$ cat src/rtl/key_codes_pkg.sv
// PS/2 scan-code constants, key-index map and parser state encoding.
// Shared by the key event arbiter and its FIFO.
// decode_key() maps a data byte (plus E0 context) to {hit, key_index}.
package key_codes_pkg;

  localparam logic [7:0] SC_E0 = 8'hE0;
  localparam logic [7:0] SC_F0 = 8'hF0;

  // Extended (E0-prefixed) arrow codes
  localparam logic [7:0] SC_UP    = 8'h75;
  localparam logic [7:0] SC_DOWN  = 8'h72;
  localparam logic [7:0] SC_LEFT  = 8'h6B;
  localparam logic [7:0] SC_RIGHT = 8'h74;
  // Plain codes
  localparam logic [7:0] SC_W     = 8'h1D;
  localparam logic [7:0] SC_A     = 8'h1C;
  localparam logic [7:0] SC_S     = 8'h1B;
  localparam logic [7:0] SC_D     = 8'h23;
  localparam logic [7:0] SC_Y     = 8'h35;
  localparam logic [7:0] SC_G     = 8'h34;
  localparam logic [7:0] SC_H     = 8'h33;
  localparam logic [7:0] SC_J     = 8'h3B;
  localparam logic [7:0] SC_P     = 8'h4D;
  localparam logic [7:0] SC_L     = 8'h4B;
  localparam logic [7:0] SC_SEMI  = 8'h4C;
  localparam logic [7:0] SC_QUOTE = 8'h52;
  localparam logic [7:0] SC_SPACE = 8'h29;

  localparam logic [4:0] KI_UP    = 5'd0;
  localparam logic [4:0] KI_DOWN  = 5'd1;
  localparam logic [4:0] KI_LEFT  = 5'd2;
  localparam logic [4:0] KI_RIGHT = 5'd3;
  localparam logic [4:0] KI_W     = 5'd4;
  localparam logic [4:0] KI_A     = 5'd5;
  localparam logic [4:0] KI_S     = 5'd6;
  localparam logic [4:0] KI_D     = 5'd7;
  localparam logic [4:0] KI_Y     = 5'd8;
  localparam logic [4:0] KI_G     = 5'd9;
  localparam logic [4:0] KI_H     = 5'd10;
  localparam logic [4:0] KI_J     = 5'd11;
  localparam logic [4:0] KI_P     = 5'd12;
  localparam logic [4:0] KI_L     = 5'd13;
  localparam logic [4:0] KI_SEMI  = 5'd14;
  localparam logic [4:0] KI_QUOTE = 5'd15;
  localparam logic [4:0] KI_SPACE = 5'd16;

  localparam int FIFO_DEPTH = 4;

  typedef enum logic [1:0] {
    ST_IDLE    = 2'd0,
    ST_EXT     = 2'd1,
    ST_BRK     = 2'd2,
    ST_EXT_BRK = 2'd3
  } parse_state_e;

  // Arrows only count with an E0 prefix; everything else only without it.
  function automatic logic [5:0] decode_key(input logic [7:0] code, input logic ext);
    logic [5:0] r;
    r = '0;
    if (ext) begin
      case (code)
        SC_UP:    r = {1'b1, KI_UP};
        SC_DOWN:  r = {1'b1, KI_DOWN};
        SC_LEFT:  r = {1'b1, KI_LEFT};
        SC_RIGHT: r = {1'b1, KI_RIGHT};
        default:  r = '0;
      endcase
    end else begin
      case (code)
        SC_W:     r = {1'b1, KI_W};
        SC_A:     r = {1'b1, KI_A};
        SC_S:     r = {1'b1, KI_S};
        SC_D:     r = {1'b1, KI_D};
        SC_Y:     r = {1'b1, KI_Y};
        SC_G:     r = {1'b1, KI_G};
        SC_H:     r = {1'b1, KI_H};
        SC_J:     r = {1'b1, KI_J};
        SC_P:     r = {1'b1, KI_P};
        SC_L:     r = {1'b1, KI_L};
        SC_SEMI:  r = {1'b1, KI_SEMI};
        SC_QUOTE: r = {1'b1, KI_QUOTE};
        SC_SPACE: r = {1'b1, KI_SPACE};
        default:  r = '0;
      endcase
    end
    return r;
  endfunction

endpackage

$ cat src/rtl/key_evt_fifo.sv
// Small synchronous FIFO for key events (push/pop/full/empty, head on dout).
// Latency: a pushed entry appears at dout the cycle after the push edge.
// Backpressure: push when full is dropped unless a pop happens in the same cycle.
module key_evt_fifo #(
  parameter int WIDTH = 6,
  parameter int DEPTH = 4
) (
  input  logic             clk,
  input  logic             rst,
  input  logic             push,
  input  logic             pop,
  input  logic [WIDTH-1:0] din,
  output logic [WIDTH-1:0] dout,
  output logic             full,
  output logic             empty
);

  localparam int AW = $clog2(DEPTH);

  logic [WIDTH-1:0] mem_q [DEPTH];
  logic [WIDTH-1:0] mem_d [DEPTH];
  logic [AW-1:0]    wr_ptr_q, wr_ptr_d;
  logic [AW-1:0]    rd_ptr_q, rd_ptr_d;
  logic [AW:0]      count_q, count_d;
  logic             do_push, do_pop;

  assign full  = (count_q == (AW+1)'(DEPTH));
  assign empty = (count_q == '0);
  assign dout  = mem_q[rd_ptr_q];

  // A pop frees a slot in the same cycle, so a simultaneous push into a full FIFO is kept.
  assign do_pop  = pop & ~empty;
  assign do_push = push & (~full | do_pop);

  always_comb begin
    mem_d    = mem_q;
    wr_ptr_d = wr_ptr_q;
    rd_ptr_d = rd_ptr_q;
    count_d  = count_q;
    if (do_push) begin
      mem_d[wr_ptr_q] = din;
      wr_ptr_d        = wr_ptr_q + 1'b1;
    end
    if (do_pop) begin
      rd_ptr_d = rd_ptr_q + 1'b1;
    end
    case ({do_push, do_pop})
      2'b10:   count_d = count_q + 1'b1;
      2'b01:   count_d = count_q - 1'b1;
      default: count_d = count_q;
    endcase
  end

  always_ff @(posedge clk) begin
    if (rst) begin
      for (int i = 0; i < DEPTH; i++) mem_q[i] <= '0;
      wr_ptr_q <= '0;
      rd_ptr_q <= '0;
      count_q  <= '0;
    end else begin
      mem_q    <= mem_d;
      wr_ptr_q <= wr_ptr_d;
      rd_ptr_q <= rd_ptr_d;
      count_q  <= count_d;
    end
  end

endmodule

$ cat src/rtl/key_event_arbiter.sv
// PS/2 byte parser -> held-key bitmap + per-player event FIFOs, round-robin output.
// Latency: KEYS_HELD/SPACE_PULSE one cycle after CODE_VALID; events visible the cycle after the write edge.
// Backpressure: EVT_VALID/EVT_READY handshake; grant and EVT_* frozen while stalled; full FIFO drops and sets OVERFLOW.
import key_codes_pkg::*;

module key_event_arbiter (
  input  logic        CLOCK_50,
  input  logic        RESET,
  input  logic [7:0]  CODE_IN,
  input  logic        CODE_VALID,
  input  logic        CODE_ERR,
  output logic [16:0] KEYS_HELD,
  output logic        EVT_VALID,
  input  logic        EVT_READY,
  output logic        EVT_PLAYER,
  output logic [4:0]  EVT_KEY,
  output logic        EVT_MAKE,
  output logic        SPACE_PULSE,
  output logic        OVERFLOW
);

  parse_state_e state_q, state_d;
  logic [16:0]  held_q, held_d;
  logic         space_q, space_d;
  logic         ovf_q, ovf_d;
  logic         last_q, last_d;     // player of the last transfer (1 = P2)
  logic         grant_q, grant_d;
  logic         hold_q, hold_d;     // output was stalled last cycle: keep grant

  logic         byte_ok, is_prefix, is_break, key_vld, evt_fresh;
  logic [5:0]   dec;
  logic [4:0]   idx;
  logic         push_p1, push_p2, pop_p1, pop_p2;
  logic [5:0]   p1_dout, p2_dout, head;
  logic         p1_full, p1_empty, p2_full, p2_empty;
  logic         evt_vld, sel, xfer;

  assign byte_ok = CODE_VALID & ~RESET & ~CODE_ERR;

  // Parser FSM: state register
  always_ff @(posedge CLOCK_50) begin
    if (RESET) state_q <= ST_IDLE;
    else       state_q <= state_d;
  end

  // Parser FSM: next state
  always_comb begin
    state_d = state_q;
    if (CODE_VALID) begin
      if (CODE_ERR) begin
        state_d = ST_IDLE;
      end else begin
        case (state_q)
          ST_IDLE: begin
            if (CODE_IN == SC_E0)      state_d = ST_EXT;
            else if (CODE_IN == SC_F0) state_d = ST_BRK;
            else                       state_d = ST_IDLE;
          end
          ST_EXT:  state_d = (CODE_IN == SC_F0) ? ST_EXT_BRK : ST_IDLE;
          default: state_d = ST_IDLE;
        endcase
      end
    end
  end

  // Parser FSM: decode outputs
  always_comb begin
    is_prefix = ((state_q == ST_IDLE) && ((CODE_IN == SC_E0) || (CODE_IN == SC_F0))) ||
                ((state_q == ST_EXT) && (CODE_IN == SC_F0));
    is_break  = (state_q == ST_BRK) || (state_q == ST_EXT_BRK);
    dec       = decode_key(CODE_IN, (state_q == ST_EXT) || (state_q == ST_EXT_BRK));
    idx       = dec[4:0];
    key_vld   = byte_ok & ~is_prefix & dec[5];
  end

  // Bitmap update; only edges of the held state become events (filters typematic repeat).
  always_comb begin
    held_d    = held_q;
    evt_fresh = 1'b0;
    if (key_vld) begin
      evt_fresh   = is_break ? held_q[idx] : ~held_q[idx];
      held_d[idx] = ~is_break;
    end
    space_d = evt_fresh & ~is_break & (idx == KI_SPACE);
    push_p1 = evt_fresh & (idx >= KI_W) & (idx <= KI_J);
    push_p2 = evt_fresh & ((idx <= KI_RIGHT) | ((idx >= KI_P) & (idx <= KI_QUOTE)));
  end

  key_evt_fifo #(.WIDTH(6), .DEPTH(FIFO_DEPTH)) u_fifo_p1 (
    .clk(CLOCK_50), .rst(RESET), .push(push_p1), .pop(pop_p1),
    .din({idx, ~is_break}), .dout(p1_dout), .full(p1_full), .empty(p1_empty)
  );

  key_evt_fifo #(.WIDTH(6), .DEPTH(FIFO_DEPTH)) u_fifo_p2 (
    .clk(CLOCK_50), .rst(RESET), .push(push_p2), .pop(pop_p2),
    .din({idx, ~is_break}), .dout(p2_dout), .full(p2_full), .empty(p2_empty)
  );

  // Round-robin grant, frozen while the consumer stalls so EVT_* never changes under it.
  always_comb begin
    evt_vld = ~p1_empty | ~p2_empty;
    if (hold_q)                    sel = grant_q;
    else if (~p1_empty & ~p2_empty) sel = ~last_q;
    else                           sel = ~p2_empty;
    xfer    = evt_vld & EVT_READY;
    pop_p1  = xfer & ~sel;
    pop_p2  = xfer & sel;
    grant_d = sel;
    hold_d  = evt_vld & ~EVT_READY;
    last_d  = xfer ? sel : last_q;
    ovf_d   = ovf_q | (push_p1 & p1_full & ~pop_p1) | (push_p2 & p2_full & ~pop_p2);
    head    = sel ? p2_dout : p1_dout;
  end

  always_ff @(posedge CLOCK_50) begin
    if (RESET) begin
      held_q  <= '0;
      space_q <= 1'b0;
      ovf_q   <= 1'b0;
      last_q  <= 1'b1;
      grant_q <= 1'b0;
      hold_q  <= 1'b0;
    end else begin
      held_q  <= held_d;
      space_q <= space_d;
      ovf_q   <= ovf_d;
      last_q  <= last_d;
      grant_q <= grant_d;
      hold_q  <= hold_d;
    end
  end

  assign KEYS_HELD   = held_q;
  assign SPACE_PULSE = space_q;
  assign OVERFLOW    = ovf_q;
  assign EVT_VALID   = evt_vld;
  assign EVT_PLAYER  = evt_vld & sel;
  assign EVT_KEY     = evt_vld ? head[5:1] : 5'd0;
  assign EVT_MAKE    = evt_vld & head[0];

endmodule
$ cat config.mk
export PLATFORM = sky130hd
export DESIGN_NAME = key_event_arbiter
export DESIGN_NICKNAME = d
export VERILOG_FILES = /design/src/rtl/key_codes_pkg.sv /design/src/rtl/key_evt_fifo.sv /design/src/rtl/key_event_arbiter.sv
export SDC_FILE = /design/constraint.sdc
export NUM_CORES = 1
export LEC_CHECK = 0
export BUFFER_PORTS_ARGS = -buffer_cell sky130_fd_sc_hd__buf_2
export CAP_MARGIN = 20
export CORE_MARGIN = 4
export CORE_UTILIZATION = 35
export DETAILED_ROUTE_END_ITERATION = 10
export SLEW_MARGIN = 15
export SYNTH_ARGS = -nofsm -noshare
export SYNTH_HDL_FRONTEND = slang
export SYNTH_SLANG_ARGS = --single-unit
$ cat constraint.sdc
create_clock -name CLOCK_50 -period 5.8 [get_ports CLOCK_50]
set_clock_uncertainty 0.2 [all_clocks]
set_input_delay 1.16 -clock CLOCK_50 [delete_from_list [all_inputs] [get_ports CLOCK_50]]
set_output_delay 1.16 -clock CLOCK_50 [all_outputs]
set_load 0.01 [all_outputs]
# Word level (Yosys, flattened, before mapping)
# Cells that the tools add are included.
dict set report word_totals {
  elab_cells 167
  in_bits 13
  reg_bits 86
  output_inout_bits 27
}
dict set report op_classes {
  n_eq_ne 29
  muxes 33
  n_reduce_logical 14
  n_addsub 8
  bitwise 49
  magnitude_cmp 13
}
# cell count
set op_table {}
lappend op_table {{$pmux 6 s13} 1}
lappend op_table {{$eq 8x7->1 const B} 8}
lappend op_table {{$bwmux 24} 2}
lappend op_table {{$eq 8x6->1 const B} 6}
lappend op_table {{$mux 6} 8}
lappend op_table {{$and 1x1->1} 25}
lappend op_table {{$bmux 6 s2} 2}
lappend op_table {{$demux 6 s2} 2}
lappend op_table {{$eq 8x5->1 const B} 3}
lappend op_table {{$pmux 6 s4} 1}
lappend op_table {{$bwmux 17} 1}
lappend op_table {{$eq 8x8->1 const B} 2}
lappend op_table {{$not 1->1} 14}
lappend op_table {{$ge 3x3->1 const B} 4}
lappend op_table {{$not 2->3} 4}
lappend op_table {{$pmux 3 s2} 2}
lappend op_table {{$le 5x4->1 const B} 2}
lappend op_table {{$add 2x1->2 const B} 4}
lappend op_table {{$eq 2x2->1 const B} 4}
lappend op_table {{$mux 2} 4}
lappend op_table {{$add 3x1->3 const B} 2}
lappend op_table {{$eq 2x1->1 const B} 3}
lappend op_table {{$eq 3x3->1 const B} 2}
lappend op_table {{$logic_not 3->1} 2}
lappend op_table {{18 further kinds} 38}

# Logic depth before layout (Yosys ltp)
dict set report logic_depth {
  ltp_word 14
  depth_mapped 18
  ltp_nobuf 15
}

# By module
# A second synthesis with hierarchy kept.
dict set report hier_totals {
  hier_cells 528
  hier_area_um2 4983.5
}
# module area_each_um2 n_inst cells_per_inst seq_area_each_um2
set by_module_without_submodules {}
lappend by_module_without_submodules {key_evt_fifo 1536.5 2 143 620.6}
lappend by_module_without_submodules {key_event_arbiter 1910.6 1 242 480.5}

# Least setup slack after synthesis
# No wires, ideal clock.
dict set report synth_timing {
  path_type {input port to flip-flop}
  from {in CODE_IN[0]}
  to {reg u_fifo_p1.count_q[2]}
  setup_ps 70
  n_path_buf 4
  required_ps 5530
  setup_slack_ps 650
  cell_stages 17
  arrival_time_ps 4880
  path_cell_list {buf_2 or3b_4 o31a_1 buf_2 or2_1 buf_6 a2111oi_0 nor4b_1 a31oi_2 buf_6 xnor2_1 nand3_1 ha_1 fa_1 xnor2_1 or3_1 a21oi_1}
}
dict set report synth_between {
  elab_chain_len 13
  word_cells_on_any_way 43
  classes_between {order compare: 2; eq/ne: 21; mux: 8; bitwise: 7; reduce/logical: 5}
}
# item line
set synth_lines {}
lappend synth_lines {{start, declared} key_event_arbiter.sv:9} ;# input logic [7:0] CODE_IN,
lappend synth_lines {{$eq 8x6->1 (tied with other cells)} key_codes_pkg.sv:69} ;# case (code)
lappend synth_lines {{$pmux 6 s13 (tied with other cells)} key_codes_pkg.sv:69}
lappend synth_lines {{$mux 6 or $logic_and 1x1->1 (tied branches)} {key_codes_pkg.sv:60, key_event_arbiter.sv:68}}
lappend synth_lines {{$bmux 1 s5 or $logic_or 1x1->1 (tied branches)} {key_event_arbiter.sv:81, key_event_arbiter.sv:68}}
lappend synth_lines {{$mux 1 (not written as such) or $not 1->1 (tied branches)} {key_event_arbiter.sv:81, key_event_arbiter.sv:73}}
lappend synth_lines {{$not 1->1 or $and 1x1->1 (tied branches)} {key_event_arbiter.sv:81, key_event_arbiter.sv:73}}
lappend synth_lines {{$mux 1 or $and 1x1->1 (tied branches)} {key_event_arbiter.sv:81, key_event_arbiter.sv:73}}
lappend synth_lines {{$mux 1} key_event_arbiter.sv:80} ;# if (key_vld) begin
lappend synth_lines {{$and 1x1->1} key_event_arbiter.sv:85} ;# push_p1 = evt_fresh & (idx >= KI_W) & (idx <= KI_J);
lappend synth_lines {{$and 1x1->1 (*)} key_event_arbiter.sv:85}
lappend synth_lines {{$and 1x1->1 (*)} key_evt_fifo.sv:33} ;# assign do_push = push & (~full | do_pop);
lappend synth_lines {{$eq 2x1->1 or $eq 2x2->1 (tied branches)} key_evt_fifo.sv:47} ;# case ({do_push, do_pop})
lappend synth_lines {{$pmux 3 s2 or $reduce_bool 2->1 (tied branches)} --}
lappend synth_lines {{end signal, assigned} key_evt_fifo.sv:64} ;# count_q <= count_d;
lappend synth_lines {{end, declared} key_evt_fifo.sv:24} ;# logic [AW:0] count_q, count_d;
# Mark *: on every way between the ends. The rest lies on a longest branch, timed or not. The select of a mux whose other input is x is not followed.
# A chain may end at the register's enable or synchronous reset.

# Worst setup path in the final report
# Ends and elaborated chain as after synthesis.

==> flow_metrics.tcl <==
set metrics [dict create \
    cts_inserted_buffers 9 \
    placed_area_sq_mm 0.00523 \
    synth_seq_cells 86 \
    io_buffer_count 39 \
    core_area_sq_mm 0.0138 \
    synthCells 549 \
    die_h_microns 127 \
    worstSetupStartpointType "input port" \
    syn_to_final_growth_pct 13.3 \
    cp_max_fo 13 \
    yosysSeqAreaShare_pct 35.0 \
    outcome "complete, no violations" \
    r2r_start "state_q[0]" \
    reg2reg_depth 12 \
    power-per-cell-area_mw_per_mm2 236 \
    async_flop_share_pct 0 \
    drc 0 \
    finalMaxSlewViolations 0 \
    drive_gt1_share_pct 17.2 \
    irDropWorstVdd_mv 0.160 \
    cts.clk_slew.worst_paths_ns 0.07 \
    hold_viol_final 0 \
    cts_resized 0 \
    synthFlopType "dfxtp_1" \
    finalNetCount 595 \
    cp_slowest_stage_delay_ns 0.58 \
    cts_hold_buf 0 \
    maxCapViolCount 0 \
    cts_tree "built" \
    required_ns 5.87 \
    synth-edff-count 0 \
    cp_num_cells 15 \
    crit_end "u_fifo_p1.count_q[2]" \
    critical_path_buf_inv_count 1 \
    setup_viol 0 \
    start_util_pct 35.6 \
    grt-ovfl-total 0 \
    grt_pass1_wl_mm 21.2 \
    crit_top_cell "xnor2_1" \
    relSlewSlack_pct 39.4 \
    antenna_found_initial 0 \
    place_congestion 0.844 \
    path_cells "buf_2 -> or4bb_1 -> a211oi_2 -> a2111oi_4 -> or2_1 -> a2111oi_0 -> nor4b_1 -> a31oi_2 -> xnor2_1 -> nand3_1 -> ha_1 -> fa_1 -> xnor2_1 -> or3_1 -> a21oi_1" \
    dr.first_iter.drc_count 347 \
    drt_wl_total_mm 12.9 \
    yosys_warnings 0 \
    tightest_slew_ns 0.910 \
    layout_commonest_cell "dfxtp_1" \
    first_global_vias 4149 \
    placementRows 43 \
    clockBufferDepth 2 \
    min_period_over_period_pct 88.6 \
    syn_nets 574 \
    io_pins 40 \
    clkSinkCount 86 \
    hp-start "u_fifo_p1.mem_q[2]" \
    tns_ns 0 \
    routed-via-count 4244 \
    root_buffer "clkbuf_16" \
    grt_max_degree 40 \
    postCtsSetupBuffers 0 \
    track_usage_pct 16.2 \
    die_w_microns 127 \
    ys_types 75 \
    rrSetupSlack_ns 1.62 \
    fin_crit_ns 5.14 \
    slowest_stage "a2111oi_0" \
    startpoint "CODE_IN[0]" \
    hpwl_mm 9.13 \
    first_pass_iters 5 \
    r2r_end "u_fifo_p1.count_q[2]" \
    critPathCaptureType "flip-flop" \
    rsz0062_at_grt "false" \
    htreeDepth 3 \
    vias_per_cell 5.62 \
    crit_type "in -> reg" \
    arrival_ns 5.20 \
    ant_nets 0 \
    cp_top_family "simple AND/OR/NAND/NOR gates" \
    avgSynthCellArea_sq_um 8.96 \
    max_freq_ghz 0.195 \
    fp.dieArea_sq_mm 0.0160 \
    synth_area_sq_mm 0.00492 \
    wire_per_inst_microns 17.0 \
    insertion_delay_ns 0.34 \
    leakage_nw 2.17 \
    final_cell_mix "dfxtp_1 (86), nand2_1 (69), mux2i_1 (39), buf_2 (39), nor2_1 (35)" \
    final_area_sq_mm 0.00557 \
    antenna_cells 0 \
    hold_class "reg -> reg" \
]
Yosys cell counts (3+ instances only):
master    number  area, sq um
or3_1         19          119
nor4_1         3         18.8
o211ai_1       4         30.0
xor2_1         5         43.8
inv_1         18         67.6
nand4_1       19          119
nand3b_1       4         30.0
a31oi_1        5         31.3
nor2_1        35          131
mux2i_1       39          390
nor4b_1        3         26.3
nor3_1         6         30.0
clkbuf_1      25         93.8
ha_1          10          125
mux4_2        12          270
buf_1          3         11.3
a31o_2         4         35.0
nand2_1       69          259
or3b_2         3         26.3
nand3_1       14         70.1
dfxtp_1       86         1720
buf_2          6         30.0
xnor2_1        5         43.8
o21ai_0       24          120
a21o_1         4         30.0
a211oi_1       3         22.5
and3_1         8         50.1
nor3b_1       12         90.1
mux2_4         8          120
a21oi_1       30          150
nand2b_1       5         31.3
worst min-delay path by stage:
stage | endpoint | slack (ns) | cells after the start
3_5_place_dp | u_fifo_p1.mem_q[2] | 0.25 | 2
5_1_grt | u_fifo_p1.mem_q[2] | 0.28 | 2
4_1_cts | u_fifo_p2.mem_q[18] | 0.26 | 2
3_3_place_gp | u_fifo_p2.mem_q[19] | 0.24 | 2
2_1_floorplan | u_fifo_p2.mem_q[18] | 0.23 | 2
6_report | u_fifo_p1.mem_q[2] | 0.26 | 2
layer usage:
layer | track usage (%) | vias up | wire, microns | part of all wire [%]
li1 | - | 2039 | - | -
met1 | 21.2 | 2088 | 5900 | 46
met2 | 26.6 | 99 | 6120 | 48
met3 | 3.33 | 18 | 541 | 4.2
met4 | 5.36 | 0 | 291 | 2.3
met5 | 0 | - | 0 | 0
flip-flops by register name, summed over array words and instances, names as in the netlist:
signal / flops
u_fifo_p2.rd_ptr_q: 2
hold_q: 1
state_q: 2
grant_q: 1
u_fifo_p1.mem_q: 24
u_fifo_p1.rd_ptr_q: 2
SPACE_PULSE: 1
KEYS_HELD: 17
u_fifo_p2.mem_q: 24
last_q: 1
u_fifo_p1.count_q: 3
OVERFLOW: 1
u_fifo_p2.wr_ptr_q: 2
u_fifo_p2.count_q: 3
u_fifo_p1.wr_ptr_q: 2
tightest hold or removal path, cell delays in order (launching register included):
cell     delay, ns
dfxtp_1       0.31
nand2_1       0.05
mux2i_1       0.05
power by group:
part / internal (W) / switching (W) / leakage [nW]
logic: 0.0000200 / 0.0000429 / 1.31
registers: 0.000591 / 0.000000430 / 0.692
clock network: 0.000399 / 0.000260 / 0.168
cell type report:
cell class	instances	area, sq um
Inverter	18	67.6
Fill cell	1354	8260
Timing Repair Buffer	48	263
Clock inverter	6	100
Multi-Input combinational cell	407	2960
Sequential cell	86	1720
Clock buffer	10	239
Tap cell	180	225
stage by stage:
stage	cells	total power, W	hold slack (ns)	setup slack [ns]	util, %
floorplan	549	0.000650	0.225	0.650	-
global placement	739	0.000666	0.240	0.505	37.8
detailed placement	739	0.000667	0.246	0.354	37.8
CTS	755	0.00132	0.256	0.709	40.3
global route	755	0.00135	0.283	0.375	40.3
finish	755	0.00131	0.258	0.661	40.3
logic make-up after synthesis:
| kind of cell | synth area share, % |
|---|---|
| and+or+nand+nor | 23.2 |
| AOI/OAI and AO/OA | 15.1 |
| DFF | 35.0 |
| muxes | 16.6 |
| buffers and inverters | 4.89 |
| adders and majority gates | 3.36 |
| xor gates and xnor gates | 1.78 |
(Power assumes the default switching activity.)
